### src/rtl/gemm_axil_cmd_master.sv
// rtl/gemm_axil_cmd_master.sv - command/response stream to single-beat AXI4-Lite initiator (optional poll: GEMM_AXIL_POLL_EN)
module gemm_axil_cmd_master #(
    parameter int ADDR_WIDTH = 16,
    parameter int POLL_MAX   = 1024,
    parameter int POLL_GAP   = 8
) (
    input  logic                  clk,
    input  logic                  reset,
    input  logic                  cmd_valid,
    output logic                  cmd_ready,
    input  logic [1:0]            cmd_op,
    input  logic [ADDR_WIDTH-1:0] cmd_addr,
    input  logic [31:0]           cmd_wdata,
    input  logic [3:0]            cmd_wstrb,
    input  logic [31:0]           cmd_mask,
    output logic                  rsp_valid,
    input  logic                  rsp_ready,
    output logic [31:0]           rsp_rdata,
    output logic [1:0]            rsp_resp,
    output logic                  rsp_timeout,
    output logic                  busy,
    output logic                  M_AXI_AWVALID,
    input  logic                  M_AXI_AWREADY,
    output logic [ADDR_WIDTH-1:0] M_AXI_AWADDR,
    output logic [2:0]            M_AXI_AWPROT,
    output logic                  M_AXI_WVALID,
    input  logic                  M_AXI_WREADY,
    output logic [31:0]           M_AXI_WDATA,
    output logic [3:0]            M_AXI_WSTRB,
    input  logic                  M_AXI_BVALID,
    output logic                  M_AXI_BREADY,
    input  logic [1:0]            M_AXI_BRESP,
    output logic                  M_AXI_ARVALID,
    input  logic                  M_AXI_ARREADY,
    output logic [ADDR_WIDTH-1:0] M_AXI_ARADDR,
    output logic [2:0]            M_AXI_ARPROT,
    input  logic                  M_AXI_RVALID,
    output logic                  M_AXI_RREADY,
    input  logic [31:0]           M_AXI_RDATA,
    input  logic [1:0]            M_AXI_RRESP
);

    typedef enum logic [2:0] {
        S_IDLE, S_WR, S_WR_RESP, S_RD_ADDR, S_RD_DATA, S_POLL_GAP, S_RSP
    } state_t;

    localparam logic [1:0] OP_WRITE = 2'b00;
    localparam logic [1:0] OP_READ  = 2'b01;
    localparam logic [1:0] OP_POLL  = 2'b10;
    localparam logic [1:0] RESP_OKAY   = 2'b00;
    localparam logic [1:0] RESP_BADCMD = 2'b10;

    state_t                  state_q, state_d;
    logic [1:0]              op_q, op_d;
    logic [ADDR_WIDTH-1:0]   addr_q, addr_d;
    logic [31:0]             wdata_q, wdata_d;
    logic [3:0]              wstrb_q, wstrb_d;
    logic                    awvalid_q, awvalid_d;
    logic                    wvalid_q, wvalid_d;
    logic                    bready_q, bready_d;
    logic                    arvalid_q, arvalid_d;
    logic                    rready_q, rready_d;
    logic                    rsp_valid_q, rsp_valid_d;
    logic [31:0]             rsp_rdata_q, rsp_rdata_d;
    logic [1:0]              rsp_resp_q, rsp_resp_d;

`ifdef GEMM_AXIL_POLL_EN
    localparam int ATT_W = $clog2(POLL_MAX + 1);
    localparam int GAP_W = $clog2(POLL_GAP + 2);

    logic [31:0]             mask_q, mask_d;
    logic [ATT_W-1:0]        attempt_q, attempt_d;
    logic [GAP_W-1:0]        gap_q, gap_d;
    logic                    rsp_timeout_q, rsp_timeout_d;
    logic                    poll_match;

    assign poll_match  = ((M_AXI_RDATA & mask_q) == (wdata_q & mask_q));
    assign rsp_timeout = rsp_timeout_q;
`else
    logic unused_mask;
    logic unused_cfg;

    // Without polling, the mask and poll tuning have no consumer.
    assign unused_mask = ^cmd_mask;
    assign unused_cfg  = (POLL_MAX < 1) || (POLL_GAP < 0);
    assign rsp_timeout = 1'b0;
`endif

    assign cmd_ready     = (state_q == S_IDLE);
    assign busy          = (state_q != S_IDLE);
    assign rsp_valid     = rsp_valid_q;
    assign rsp_rdata     = rsp_rdata_q;
    assign rsp_resp      = rsp_resp_q;
    assign M_AXI_AWVALID = awvalid_q;
    assign M_AXI_AWADDR  = addr_q;
    assign M_AXI_AWPROT  = 3'b000;
    assign M_AXI_WVALID  = wvalid_q;
    assign M_AXI_WDATA   = wdata_q;
    assign M_AXI_WSTRB   = wstrb_q;
    assign M_AXI_BREADY  = bready_q;
    assign M_AXI_ARVALID = arvalid_q;
    assign M_AXI_ARADDR  = addr_q;
    assign M_AXI_ARPROT  = 3'b000;
    assign M_AXI_RREADY  = rready_q;

    // Next-state and registered-output decode; VALIDs only change at the edge.
    always_comb begin
        state_d     = state_q;
        op_d        = op_q;
        addr_d      = addr_q;
        wdata_d     = wdata_q;
        wstrb_d     = wstrb_q;
        awvalid_d   = awvalid_q;
        wvalid_d    = wvalid_q;
        bready_d    = bready_q;
        arvalid_d   = arvalid_q;
        rready_d    = rready_q;
        rsp_valid_d = rsp_valid_q;
        rsp_rdata_d = rsp_rdata_q;
        rsp_resp_d  = rsp_resp_q;
`ifdef GEMM_AXIL_POLL_EN
        mask_d        = mask_q;
        attempt_d     = attempt_q;
        gap_d         = gap_q;
        rsp_timeout_d = rsp_timeout_q;
`endif
        case (state_q)
            S_IDLE: begin
                if (cmd_valid) begin
                    op_d    = cmd_op;
                    addr_d  = cmd_addr;
                    wdata_d = cmd_wdata;
                    wstrb_d = cmd_wstrb;
`ifdef GEMM_AXIL_POLL_EN
                    mask_d        = cmd_mask;
                    attempt_d     = ATT_W'(1);
                    rsp_timeout_d = 1'b0;
`endif
                    case (cmd_op)
                        OP_WRITE: begin
                            state_d   = S_WR;
                            awvalid_d = 1'b1;
                            wvalid_d  = 1'b1;
                        end
                        OP_READ, OP_POLL: begin
                            state_d   = S_RD_ADDR;
                            arvalid_d = 1'b1;
                        end
                        default: begin
                            // Reserved op: answer locally, never touch the bus.
                            state_d     = S_RSP;
                            rsp_valid_d = 1'b1;
                            rsp_resp_d  = RESP_BADCMD;
                            rsp_rdata_d = 32'h0;
                        end
                    endcase
                end
            end
            S_WR: begin
                if (awvalid_q && M_AXI_AWREADY) awvalid_d = 1'b0;
                if (wvalid_q && M_AXI_WREADY)   wvalid_d  = 1'b0;
                if (!awvalid_d && !wvalid_d) begin
                    state_d  = S_WR_RESP;
                    bready_d = 1'b1;
                end
            end
            S_WR_RESP: begin
                if (M_AXI_BVALID) begin
                    bready_d    = 1'b0;
                    rsp_resp_d  = M_AXI_BRESP;
                    rsp_rdata_d = 32'h0;
                    rsp_valid_d = 1'b1;
                    state_d     = S_RSP;
                end
            end
            S_RD_ADDR: begin
                if (M_AXI_ARREADY) begin
                    arvalid_d = 1'b0;
                    rready_d  = 1'b1;
                    state_d   = S_RD_DATA;
                end
            end
            S_RD_DATA: begin
                if (M_AXI_RVALID) begin
                    rready_d    = 1'b0;
                    rsp_rdata_d = M_AXI_RDATA;
                    rsp_resp_d  = M_AXI_RRESP;
`ifdef GEMM_AXIL_POLL_EN
                    if (op_q == OP_POLL && M_AXI_RRESP == RESP_OKAY && !poll_match) begin
                        if (attempt_q == ATT_W'(POLL_MAX)) begin
                            rsp_timeout_d = 1'b1;
                            rsp_valid_d   = 1'b1;
                            state_d       = S_RSP;
                        end else begin
                            attempt_d = attempt_q + ATT_W'(1);
                            if (POLL_GAP == 0) begin
                                arvalid_d = 1'b1;
                                state_d   = S_RD_ADDR;
                            end else begin
                                gap_d   = GAP_W'(POLL_GAP);
                                state_d = S_POLL_GAP;
                            end
                        end
                    end else begin
                        rsp_valid_d = 1'b1;
                        state_d     = S_RSP;
                    end
`else
                    rsp_valid_d = 1'b1;
                    state_d     = S_RSP;
`endif
                end
            end
`ifdef GEMM_AXIL_POLL_EN
            S_POLL_GAP: begin
                // Counts down POLL_GAP idle cycles before the next read attempt.
                if (gap_q <= GAP_W'(1)) begin
                    arvalid_d = 1'b1;
                    state_d   = S_RD_ADDR;
                end else begin
                    gap_d = gap_q - GAP_W'(1);
                end
            end
`endif
            S_RSP: begin
                if (rsp_ready) begin
                    rsp_valid_d = 1'b0;
                    state_d     = S_IDLE;
                end
            end
            default: state_d = S_IDLE;
        endcase
    end

    // State and output registers; reset discards any partial transaction.
    always_ff @(posedge clk) begin
        if (reset) begin
            state_q     <= S_IDLE;
            op_q        <= 2'b00;
            addr_q      <= '0;
            wdata_q     <= 32'h0;
            wstrb_q     <= 4'h0;
            awvalid_q   <= 1'b0;
            wvalid_q    <= 1'b0;
            bready_q    <= 1'b0;
            arvalid_q   <= 1'b0;
            rready_q    <= 1'b0;
            rsp_valid_q <= 1'b0;
            rsp_rdata_q <= 32'h0;
            rsp_resp_q  <= 2'b00;
`ifdef GEMM_AXIL_POLL_EN
            mask_q        <= 32'h0;
            attempt_q     <= ATT_W'(1);
            gap_q         <= '0;
            rsp_timeout_q <= 1'b0;
`endif
        end else begin
            state_q     <= state_d;
            op_q        <= op_d;
            addr_q      <= addr_d;
            wdata_q     <= wdata_d;
            wstrb_q     <= wstrb_d;
            awvalid_q   <= awvalid_d;
            wvalid_q    <= wvalid_d;
            bready_q    <= bready_d;
            arvalid_q   <= arvalid_d;
            rready_q    <= rready_d;
            rsp_valid_q <= rsp_valid_d;
            rsp_rdata_q <= rsp_rdata_d;
            rsp_resp_q  <= rsp_resp_d;
`ifdef GEMM_AXIL_POLL_EN
            mask_q        <= mask_d;
            attempt_q     <= attempt_d;
            gap_q         <= gap_d;
            rsp_timeout_q <= rsp_timeout_d;
`endif
        end
    end

endmodule

### config.mk
export PLATFORM = sky130hd
export DESIGN_NAME = gemm_axil_cmd_master
export DESIGN_NICKNAME = d
export VERILOG_FILES = /design/src/rtl/gemm_axil_cmd_master.sv
export SDC_FILE = /design/constraint.sdc
export NUM_CORES = 1
export LEC_CHECK = 0
export ABC_CLOCK_PERIOD_IN_PS = 3380
export BUFFER_PORTS_ARGS = -buffer_cell sky130_fd_sc_hd__buf_2
export CAP_MARGIN = 30
export CORE_MARGIN = 1.5
export CORE_UTILIZATION = 40
export CTS_CLUSTER_DIAMETER = 120
export DETAILED_ROUTE_END_ITERATION = 10
export PLACE_DENSITY_LB_ADDON = 0.25
export SLEW_MARGIN = 20
export SYNTH_ARGS = -nofsm -noshare
export SYNTH_HDL_FRONTEND = slang
export SYNTH_SLANG_ARGS = --single-unit
### constraint.sdc
create_clock -name clk -period 3.38 [get_ports clk]
set_input_delay 0.507 -clock clk [delete_from_list [all_inputs] [get_ports clk]]
set_output_delay 0.507 -clock clk [all_outputs]
set_load 0.01 [all_outputs]
==> results.py, run 1 <==
metrics = {
    "run_status": {
        "status": "complete, no violations",
    },
    "power": {
        "p_int_uw": 2067,
        "leakagePower_uw": 0.002317,
        "clkPwrFrac_pct": 19.1,
        "p_sw_share_pct": 40.46,
        "comb_power_share_pct": 37.8,
        "p_switching_uw": 1405,
        "p_per_area_mw_per_mm2": 702.8,
        "power_frac_seq_pct": 43.1,
        "peakVddDrop_v": 0.0004275,
    },
    "worst_setup_path": {
        "required_ps": 3600,
        "regToRegEndpoint": "rsp_resp[1]",
        "cp-start-kind": "flip-flop",
        "path_max_fanout": 67,
        "reg2reg_depth": 6,
        "worstPathArrival_ps": 2440,
        "r2r_setup_slack_ps": 1160,
        "r2r-start": "state_q[2]",
        "path_class": "reg -> reg",
        "crit_path_end_kind": "flip-flop",
    },
    "routing": {
        "drc": 0,
        "routed_wl_mm": 9.674,
        "wl_per_cell_um": 12.37,
        "routed-wl-met3_um": 695,
        "ant_nets": 0,
        "routed-wl-met2_mm": 4.762,
        "top_layer": "met4",
        "vias_per_cell": 4.711,
        "vias": 3684,
        "first_pass_iters": 4,
        "drt_iter0_drc": 139,
        "wl_met1_mm": 4.013,
    },
    "logic_synthesis": {
        "yosysWarnings": 0,
        "ys_types": 31,
        "syn_inst": 475,
        "synth_area_leaders": "dfxtp_1 (50%), nand2_1 (11%), a21oi_1 (8.0%)",
        "synth_seq_cells": 95,
        "seq_area_frac_synth_pct": 49.87,
        "postSynthAreaPerCell_um2": 8.029,
        "synthesis.area_mm2": 0.003814,
        "netlist.area_leader.share_pct": 49.87,
        "synth_top_area_cell": "dfxtp_1",
    },
    "sta": {
        "max_slew_margin_pct": 52.71,
        "slew_viol_final": 0,
        "skew_ps": 10.24,
        "finalSetupViolCount": 0,
        "tightest_slew_ps": 700.2,
        "finalCriticalPeriod_ps": 2220,
        "fmax_ghz": 0.4505,
        "setup_tns_ps": 0,
        "hold_viol": 0,
        "holdWs_ps": 362.6,
        "finalCritPeriodShare_pct": 65.67,
        "rsz0062_at_grt": "false",
    },
    "cts": {
        "clock_path_buffers": 2,
        "htreeDepth": 3,
        "post-cts-setup-buffers": 0,
        "cts_hold_buffers": 0,
        "ctsResizeCount": 0,
        "clockRootBuffer": "clkbuf_8",
        "clk_latency_ps": 340,
        "cts.sinks": 95,
        "clkTransAtPathRegs_ps": 100,
        "cts_tree": "built",
        "cts_buffers": 9,
    },
    "global_routing": {
        "grt_pass1_vias": 3310,
        "grt_antenna_before_repair": 0,
        "grt_usage_pct": 18.81,
        "grt.overflow.total": 0,
        "grt_pass1_wl_mm": 15.27,
        "grt_max_degree": 68,
    },
    "layout": {
        "final_cell_mix": "buf_2 (208), nand2_1 (113), dfxtp_1 (95), a21oi_1 (61), nand2b_1 (34)",
        "mostFrequentLayoutCell": "buf_2",
        "drive_gt1_share_pct": 35.68,
        "area_growth_syn_to_layout_pct": 29.53,
        "finalInstanceArea_mm2": 0.004940,
        "fin_util_pct": 53.46,
        "antenna_cells": 0,
        "nets": 782,
    },
    "placed_design": {
        "placed_area_mm2": 0.004768,
        "io_buffers": 208,
        "place_congestion": 0.7685,
        "hpwl_mm": 6.728,
    },
    "floorplan": {
        "ios": 248,
        "die_height_um": 100.6,
        "core_mm2": 0.009240,
        "num_rows": 35,
        "start_util_pct": 41.27,
        "die_w_um": 100.6,
        "die_area_mm2": 0.01013,
    },
    "worst_hold_path": {
        "hold_path_end": "rsp_rdata[6]",
        "hold_path.startpoint": "M_AXI_RDATA[6]",
        "whs_path_depth": 3,
        "hp-class": "in -> reg",
    },
    "flow_run": {
        "drv_cap": 0,
    },
}
logic make-up (layout without fill, tap and decap cells):
logic type | Yosys count | after routing | share of synthesized area, %
DFF | 95 | 95 | 49.87
and+or+nand+nor | 202 | 202 | 24.02
AOI/OAI and AO/OA | 108 | 108 | 15.65
other | 1 | 7 | 0.09833
adders and majority gates | 3 | 3 | 0.9844
muxes | 1 | 1 | 0.2625
buffers and inverters | 65 | 237 | 9.121
worst max-delay path: stages, from the launching register on:
cell and delay, ps:
dfxtp_1 640, and2_1 240, a211oi_1 90, a211oi_4 280, buf_4 520, mux2i_1 250
nor2_1 50
how the worst max path moves through the flow:
| stage | start | end | slack [ps] | cells past startpoint |
|---|---|---|---|---|
| CTS | state_q[1] | cmd_ready | 1160 | 2 |
| detailed placement | state_q[2] | rsp_resp[1] | 1180 | 6 |
| floorplan | cmd_op[0] | rsp_rdata[18] | 1640 | 7 |
| finish | state_q[2] | rsp_resp[1] | 1160 | 6 |
| global route | state_q[2] | rsp_resp[0] | 930 | 6 |
| global placement | state_q[2] | rsp_resp[1] | 1230 | 6 |
routing by layer:
| layer | vias up | GRT usage [%] |
|---|---|---|
| met5 | - | 0 |
| met1 | 1661 | 21.40 |
| li1 | 1883 | - |
| met2 | 125 | 32.80 |
| met3 | 15 | 6.311 |
| met4 | 0 | 6.717 |
power groups by stage:
stage	clock [uW]	sequential, uW	combinational (uW)
2_1_floorplan	0	1550	896
3_3_place_gp	0	1510	1290
3_5_place_dp	0	1520	1320
4_1_cts	699	1500	1320
5_1_grt	742	1530	1480
6_report	663	1500	1310
through the flow:
stage	total power [uW]	worst slack, ps	cells
3_5_place_dp	2842	1179	766
3_3_place_gp	2797	1233	766
6_report	3472	1160	782
2_1_floorplan	2450	1637	481
4_1_cts	3520	1158	782
5_1_grt	3748	930.1	782
layout make-up:
class	count	area, um2
inverter	8	30.03
multi-input combinational	321	1597
fill	896	4300
sequential	95	1902
clock buffer	10	127.6
clock inverter	6	43.79
tap	129	161.4
timing repair buffer	213	1079
state kept, by name, indices dropped and copies added (netlist names):
signal and cells:
M_AXI_WDATA 32, M_AXI_RREADY 1, state_q 3, M_AXI_ARADDR 16
rsp_valid 1, rsp_rdata 32, M_AXI_BREADY 1, M_AXI_ARVALID 1
rsp_resp 2, M_AXI_WSTRB 4, M_AXI_WVALID 1, M_AXI_AWVALID 1
synth_stat cells (all sizes together):
master	instances
nor2	12
nand3	33
and2	2
o21ai	34
buf	34
a32oi	1
nor2b	2
nor4b	1
a221oi	1
a22oi	1
nor3b	1
nand2	113
nand2b	34
o41ai	1
dfxtp	95
nor3	3
ha	3
clkbuf	23
inv	8
a21oi	61
a211oi	5
a31oi	1
mux2i	1
a311oi	1
nand4	1
conb	1
o221a	2
No activity file was read; power rests on OpenSTA's default activity.
==> inputs of run 2 (changes only) <==
--- a/config.mk
+++ b/config.mk
@@ -5,7 +5,8 @@
 export SDC_FILE = /design/constraint.sdc
 export NUM_CORES = 1
 export LEC_CHECK = 0
-export ABC_CLOCK_PERIOD_IN_PS = 3380
+export ABC_AREA = 1
+export ABC_CLOCK_PERIOD_IN_PS = 2100
 export BUFFER_PORTS_ARGS = -buffer_cell sky130_fd_sc_hd__buf_2
 export CAP_MARGIN = 30
 export CORE_MARGIN = 1.5
==> constraint.sdc (replaced) <==
create_clock -name clk -period 2.1 [get_ports clk]
set_input_delay 0.315 -clock clk [delete_from_list [all_inputs] [get_ports clk]]
set_output_delay 0.315 -clock clk [all_outputs]
set_load 0.01 [all_outputs]
==> run 2 against run 1 <==
  * Die area increased by 6.7%
  * First-iteration DRC count is 32% higher
  * Clock skew fell by 3.4 ps
  * Setup slack got worse by 920 ps
  * Count of clock-buffer cells in the layout increased by 2
  * Via count grew 14%
  * Cell area increased by 5.7%
  * Hold slack lost 140 ps
  * Critical path type is now reg -> out
==> results.py, run 2 <==
metrics = {
    "run_status": {
        "status": "complete, no violations",
    },
    "sta": {
        "max_slew_margin_pct": 63.65,
        "hold_viol": 0,
        "setup_slack_ps": 237.4,
        "finalSetupViolCount": 0,
        "fmax_ghz": 0.5369,
        "tightest_slew_ps": 545.3,
        "setup_tns_ps": 0,
        "finalCriticalPeriod_ps": 1863,
        "slew_viol_final": 0,
        "skew_ps": 6.841,
        "holdWs_ps": 222.8,
        "finalCritPeriodShare_pct": 88.69,
        "rsz0062_at_grt": "false",
    },
    "cts": {
        "cts.sinks": 95,
        "clockRootBuffer": "clkbuf_8",
        "cts_tree": "built",
        "ctsResizeCount": 0,
        "cts_hold_buffers": 0,
        "clk_latency_ps": 350,
        "cts_buffers": 9,
        "htreeDepth": 3,
        "clkTransAtPathRegs_ps": 90,
        "clock_path_buffers": 2,
        "post-cts-setup-buffers": 0,
    },
    "worst_setup_path": {
        "required_ps": 1780,
        "path_max_fanout": 44,
        "worstPathArrival_ps": 1550,
        "path_class": "reg -> out",
        "crit_path_end_kind": "output pin",
        "cp-start-kind": "flip-flop",
    },
    "logic_synthesis": {
        "synthMuxAreaShare_pct": 0,
        "synthAdderAreaFrac_pct": 0.9211,
        "synth_flop_cell": "dfxtp_1",
        "synth_area_leaders": "dfxtp_1 (47%), nand2_1 (17%), nor2_1 (7.6%)",
        "yosysWarnings": 0,
        "synth_common_cells": "nand2_1 (187), dfxtp_1 (95), nor2_1 (82)",
        "ys_types": 23,
        "postSynthAreaPerCell_um2": 7.002,
        "netlist.area_leader.share_pct": 46.67,
        "synth_top_area_cell": "dfxtp_1",
        "yosysMostFrequentCell": "nand2_1",
        "synth_top_family_by_area": "simple AND/OR/NAND/NOR gates",
        "synth_edf_count": 0,
        "syn_inst": 582,
        "synth-simple-area-share_pct": 33.16,
        "synth_xor_area_share_pct": 0,
        "synth-compound-area-share_pct": 8.259,
        "synth_seq_cells": 95,
        "synthArstFlopShare_pct": 0,
        "synthesis.area_mm2": 0.004075,
        "seq_area_frac_synth_pct": 46.67,
    },
    "routing": {
        "vias_per_cell": 4.686,
        "routed_wl_mm": 10.64,
        "wl_met1_mm": 4.548,
        "drt_iter0_drc": 183,
        "routed-wl-met3_um": 953,
        "top_layer": "met4",
        "routed-wl-met2_mm": 4.981,
        "drc": 0,
        "wl_per_cell_um": 11.91,
        "vias": 4185,
        "first_pass_iters": 5,
        "ant_nets": 0,
    },
    "layout": {
        "nets": 889,
        "drive_gt1_share_pct": 31.32,
        "mostFrequentLayoutCell": "buf_2",
        "area_growth_syn_to_layout_pct": 28.19,
        "final_cell_mix": "buf_2 (208), nand2_1 (187), dfxtp_1 (95), nor2_1 (82)",
        "seq_area_mm2": 0.001902,
        "num-fill-cells": 1002,
        "multiInputGateArea_mm2": 0.001752,
        "antenna_cells": 0,
    },
    "global_routing": {
        "grt_usage_pct": 19.61,
        "grt_pass1_vias": 3909,
        "grt_max_degree": 69,
        "grt.overflow.total": 0,
        "grt_antenna_before_repair": 0,
        "grt_pass1_wl_mm": 17.68,
    },
    "floorplan": {
        "start_util_pct": 41.50,
        "die_area_mm2": 0.01080,
        "die_w_um": 103.9,
        "ios": 248,
        "core_mm2": 0.009819,
        "num_rows": 36,
        "die_height_um": 103.9,
    },
    "flow_run": {
        "drv_cap": 0,
    },
    "power": {
        "leakagePower_uw": 0.002701,
        "peakVddDrop_v": 0.0005562,
        "p_per_area_mw_per_mm2": 1291,
    },
    "placed_design": {
        "dp_slack_ps": 457.9,
        "io_buffers": 208,
        "hpwl_mm": 7.480,
        "place_congestion": 0.8456,
    },
    "worst_hold_path": {
        "hp-class": "in -> reg",
    },
}
==> run 2: cell types whose count changed in the layout (fill, tap and decap cells not counted), moves of 3 or more <==
cell,delta
a21oi_1,-4
nand2_1,+74
inv_1,+13
o21ai_0,-24
nor2_1,+70
buf_12,+3
nand3_1,+24
nand2b_1,-34
a211oi_1,-4
==> run 2: where the power goes <==
| part | internal [uW] | total [uW] | switching (uW) | leakage (uW) |
|---|---|---|---|---|
| combinational | 1170 | 3150 | 1980 | 0.00183 |
| sequential | 2240 | 2500 | 258 | 0.000779 |
| clock | 489 | 1100 | 610 | 0.0000959 |
==> run 2: area by class of cell <==
class | instances | area share, %
clock buffer | 12 | 2.970
clock inverter | 4 | 0.3832
inverter | 24 | 1.725
multi-input combinational | 409 | 33.53
sequential | 95 | 36.41
tap | 133 | 3.186
timing repair buffer | 216 | 21.80
==> run 2: logic make-up after synthesis <==
family,Yosys count
simple gates,333
flops,95
buf+inv,84
compound gates,66
fa+ha+maj,3
other cells,1
==> run 2: per-stage QoR <==
| stage | instance area (um2) | instances | power, uW | utilization, % |
|---|---|---|---|---|
| after floorplan | 4098 | 588 | 4811 | - |
| after global placement | 5041 | 876 | 5592 | 51.34 |
| after detailed placement | 5041 | 876 | 5693 | 51.34 |
| after CTS | 5216 | 892 | 6806 | 53.12 |
| after global routing | 5224 | 893 | 7362 | 53.20 |
| final | 5224 | 893 | 6744 | 53.20 |
==> run 2: final timing paths <==
check	startpoint	end	slack, ps	cells after the start
setup / recovery	state_q[0]	cmd_ready	240	5
hold / removal	cmd_wdata[4]	M_AXI_WDATA[4]	220	3
setup reg to reg	state_q[2]	rsp_rdata[11]	450	8
hold reg to reg	M_AXI_WDATA[0]	M_AXI_WDATA[0]	460	2
==> run 2: critical path: stages (launching register included) <==
cell     delay, ps
dfxtp_1        360
inv_1          140
nand2_1        110
nor2_4         190
buf_12         230
buf_2          160
==> run 2: metal layers <==
| metal | up-vias | global-route usage [%] |
|---|---|---|
| li1 | 2139 | - |
| met5 | - | 0 |
| met1 | 1855 | 23.86 |
| met2 | 178 | 32.50 |
| met3 | 13 | 6.140 |
| met4 | 0 | 7.242 |
==> inputs of run 3 (changes only) <==
--- a/config.mk
+++ b/config.mk
@@ -13,6 +13,7 @@
 export CORE_UTILIZATION = 40
 export CTS_CLUSTER_DIAMETER = 120
 export DETAILED_ROUTE_END_ITERATION = 10
+export MAX_ROUTING_LAYER = met4
 export PLACE_DENSITY_LB_ADDON = 0.25
 export SLEW_MARGIN = 20
 export SYNTH_ARGS = -nofsm -noshare
==> constraint.sdc (replaced) <==
create_clock -name clk -period 2.1 [get_ports clk]
set_input_delay 0.105 -clock clk [delete_from_list [all_inputs] [get_ports clk]]
set_output_delay 0.105 -clock clk [all_outputs]
set_load 0.01 [all_outputs]
==> run 3 against run 2 <==
  * Global-route usage is 1.3 points higher
  * Clock skew hardly changed
  * Cell area is 3.6% higher
  * Final cell count is 1.9% higher
  * Via count is 2.9% higher
  * Sequential cell count stayed put
  * Die area stayed put
==> results.py, run 3 (synthesized netlist as in run 2, its figures left out) <==
metrics = {
    "routing": {
        "wl_met1_mm": 4.748,
        "ant_nets": 0,
        "vias": 4306,
        "wl_per_cell_um": 12.13,
        "routed-wl-met2_mm": 5.288,
        "drt_iter0_drc": 181,
        "first_pass_iters": 4,
        "routed_wl_mm": 11.04,
        "drc": 0,
        "routed-wl-met3_um": 819,
        "vias_per_cell": 4.732,
        "top_layer": "met4",
    },
    "flow_run": {
        "drv_cap": 0,
    },
    "worst_setup_path": {
        "regToRegEndpoint": "M_AXI_ARVALID",
        "cp-start-kind": "flip-flop",
        "path_buf_inv": 3,
        "r2r-start": "state_q[0]",
        "worstPathArrival_ps": 1690,
        "endpoint": "cmd_ready",
        "critical_path.top_delay_family": "buffers and inverters",
        "r2r_setup_slack_ps": 410,
        "reg2reg_depth": 8,
        "path_max_fanout": 44,
        "required_ps": 2000,
        "setup.worst_path.start": "state_q[0]",
        "path_class": "reg -> out",
        "crit_path_end_kind": "output pin",
        "slowest_stage": "dfxtp_1",
        "worstSetupPathDepth": 5,
        "crit_path_max_incr_delay_ps": 370,
        "cp_cell_sequence": "inv_1, nand2_1, nor2_4, buf_12, buf_2",
    },
    "global_routing": {
        "grt.overflow.total": 0,
        "grt_max_degree": 69,
        "grt_antenna_before_repair": 2,
        "grt_pass1_vias": 4011,
        "grt_usage_pct": 20.92,
        "grt_pass1_wl_mm": 18.46,
    },
    "sta": {
        "finalCritPeriodShare_pct": 85.26,
        "hold_viol": 0,
        "rsz0062_at_grt": "false",
        "skew_ps": 7.118,
        "max_slew_margin_pct": 58.39,
        "finalCriticalPeriod_ps": 1790,
        "tightest_slew_ps": 623.4,
        "setup_tns_ps": 0,
        "holdWs_ps": 20.62,
        "slew_viol_final": 0,
        "finalSetupViolCount": 0,
        "fmax_ghz": 0.5585,
    },
    "cts": {
        "clockRootBuffer": "clkbuf_8",
        "cts_buffers": 9,
        "ctsResizeCount": 0,
        "htreeDepth": 3,
        "clk_latency_ps": 350,
        "cts_tree": "built",
        "cts.sinks": 95,
        "clock_path_buffers": 2,
        "clkTransAtPathRegs_ps": 90,
    },
    "placed_design": {
        "io_buffers": 208,
        "hpwl_mm": 7.580,
        "place_congestion": 0.8461,
    },
    "layout": {
        "area_growth_syn_to_layout_pct": 32.85,
        "nets": 904,
        "mostFrequentLayoutCell": "buf_2",
        "final_cell_mix": "buf_2 (208), nand2_1 (187), dfxtp_1 (95), nor2_1 (82)",
        "drive_gt1_share_pct": 30.58,
    },
    "floorplan": {
        "die_area_mm2": 0.01080,
        "num_rows": 36,
        "core_mm2": 0.009819,
        "start_util_pct": 41.50,
        "die_w_um": 103.9,
        "die_height_um": 103.9,
        "ios": 248,
    },
    "power": {
        "p_per_area_mw_per_mm2": 1279,
        "peakVddDrop_v": 0.0006414,
        "leakagePower_uw": 0.002771,
    },
    "run_status": {
        "status": "complete, no violations",
    },
    "worst_hold_path": {
        "hp-class": "in -> reg",
    },
}
[run 3: cell count changes in the layout (fill, tap and decap cells not counted), sizes merged]
cell | before | now
clkinv | 5 | 1
bufinv | 0 | 1
clkbuf | 12 | 14
dlygate4sd3 | 0 | 15
diode | 0 | 2
clkinvlp | 0 | 1
[run 3: through the flow]
stage | total power (uW) | instance area (um2) | util [%] | setup WS (ps) | instances
floorplan | 4811 | 4098 | - | 766.2 | 588
global placement | 5598 | 5049 | 51.41 | 466.9 | 877
detailed placement | 5695 | 5049 | 51.41 | 423.3 | 877
CTS | 7000 | 5409 | 55.08 | 282.1 | 908
global route | 7534 | 5414 | 55.14 | 174.3 | 910
finish | 6925 | 5414 | 55.14 | 309.6 | 910
[run 3: routing by layer]
layer / global-route usage, % / vias up
met5: - / -
met4: 7.540 / 0
met3: 4.574 / 17
met2: 34.11 / 182
met1: 25.51 / 1936
li1: - / 2171
[run 3: worst min-delay path by stage]
stage / startpoint / to / slack [ps] / depth (start not counted)
2_1_floorplan: cmd_wdata[21] / M_AXI_WDATA[21] / 270 / 2
3_3_place_gp: cmd_addr[12] / M_AXI_ARADDR[12] / 380 / 3
3_5_place_dp: cmd_addr[1] / M_AXI_ARADDR[1] / 380 / 3
4_1_cts: cmd_addr[4] / M_AXI_ARADDR[4] / 0.04 / 3
5_1_grt: cmd_addr[3] / M_AXI_ARADDR[3] / 2 / 3
6_report: cmd_addr[4] / M_AXI_ARADDR[4] / 20 / 3
[run 3: where the power goes]
| group | internal, uW | leakage [uW] | switching [uW] |
|---|---|---|---|
| combinational | 1170 | 0.00189 | 2000 |
| clock | 650 | 0.000103 | 602 |
| sequential | 2240 | 0.000779 | 259 |
[run 3: final cells by class]
type	instances	area, um2
antenna	2	5.005
clock buffer	14	172.7
clock inverter	2	37.54
fill	974	4405
inverter	24	90.09
multi-input combinational	409	1752
sequential	95	1902
tap	133	166.4
timing repair buffer	231	1289
[run 3: timing repair]
item,in CTS,in global routing
setup buffers,0,0
hold endpoints to repair,15,0
hold buffers,15,0
setup endpoints to repair,0,0
[run 3: worst register-to-register path: cells and delay by family (launching register included)]
family          cells  cell delay [ps]
simple gates        4              690
compound gates      2              210
buf+inv             2              370
flops               1              370
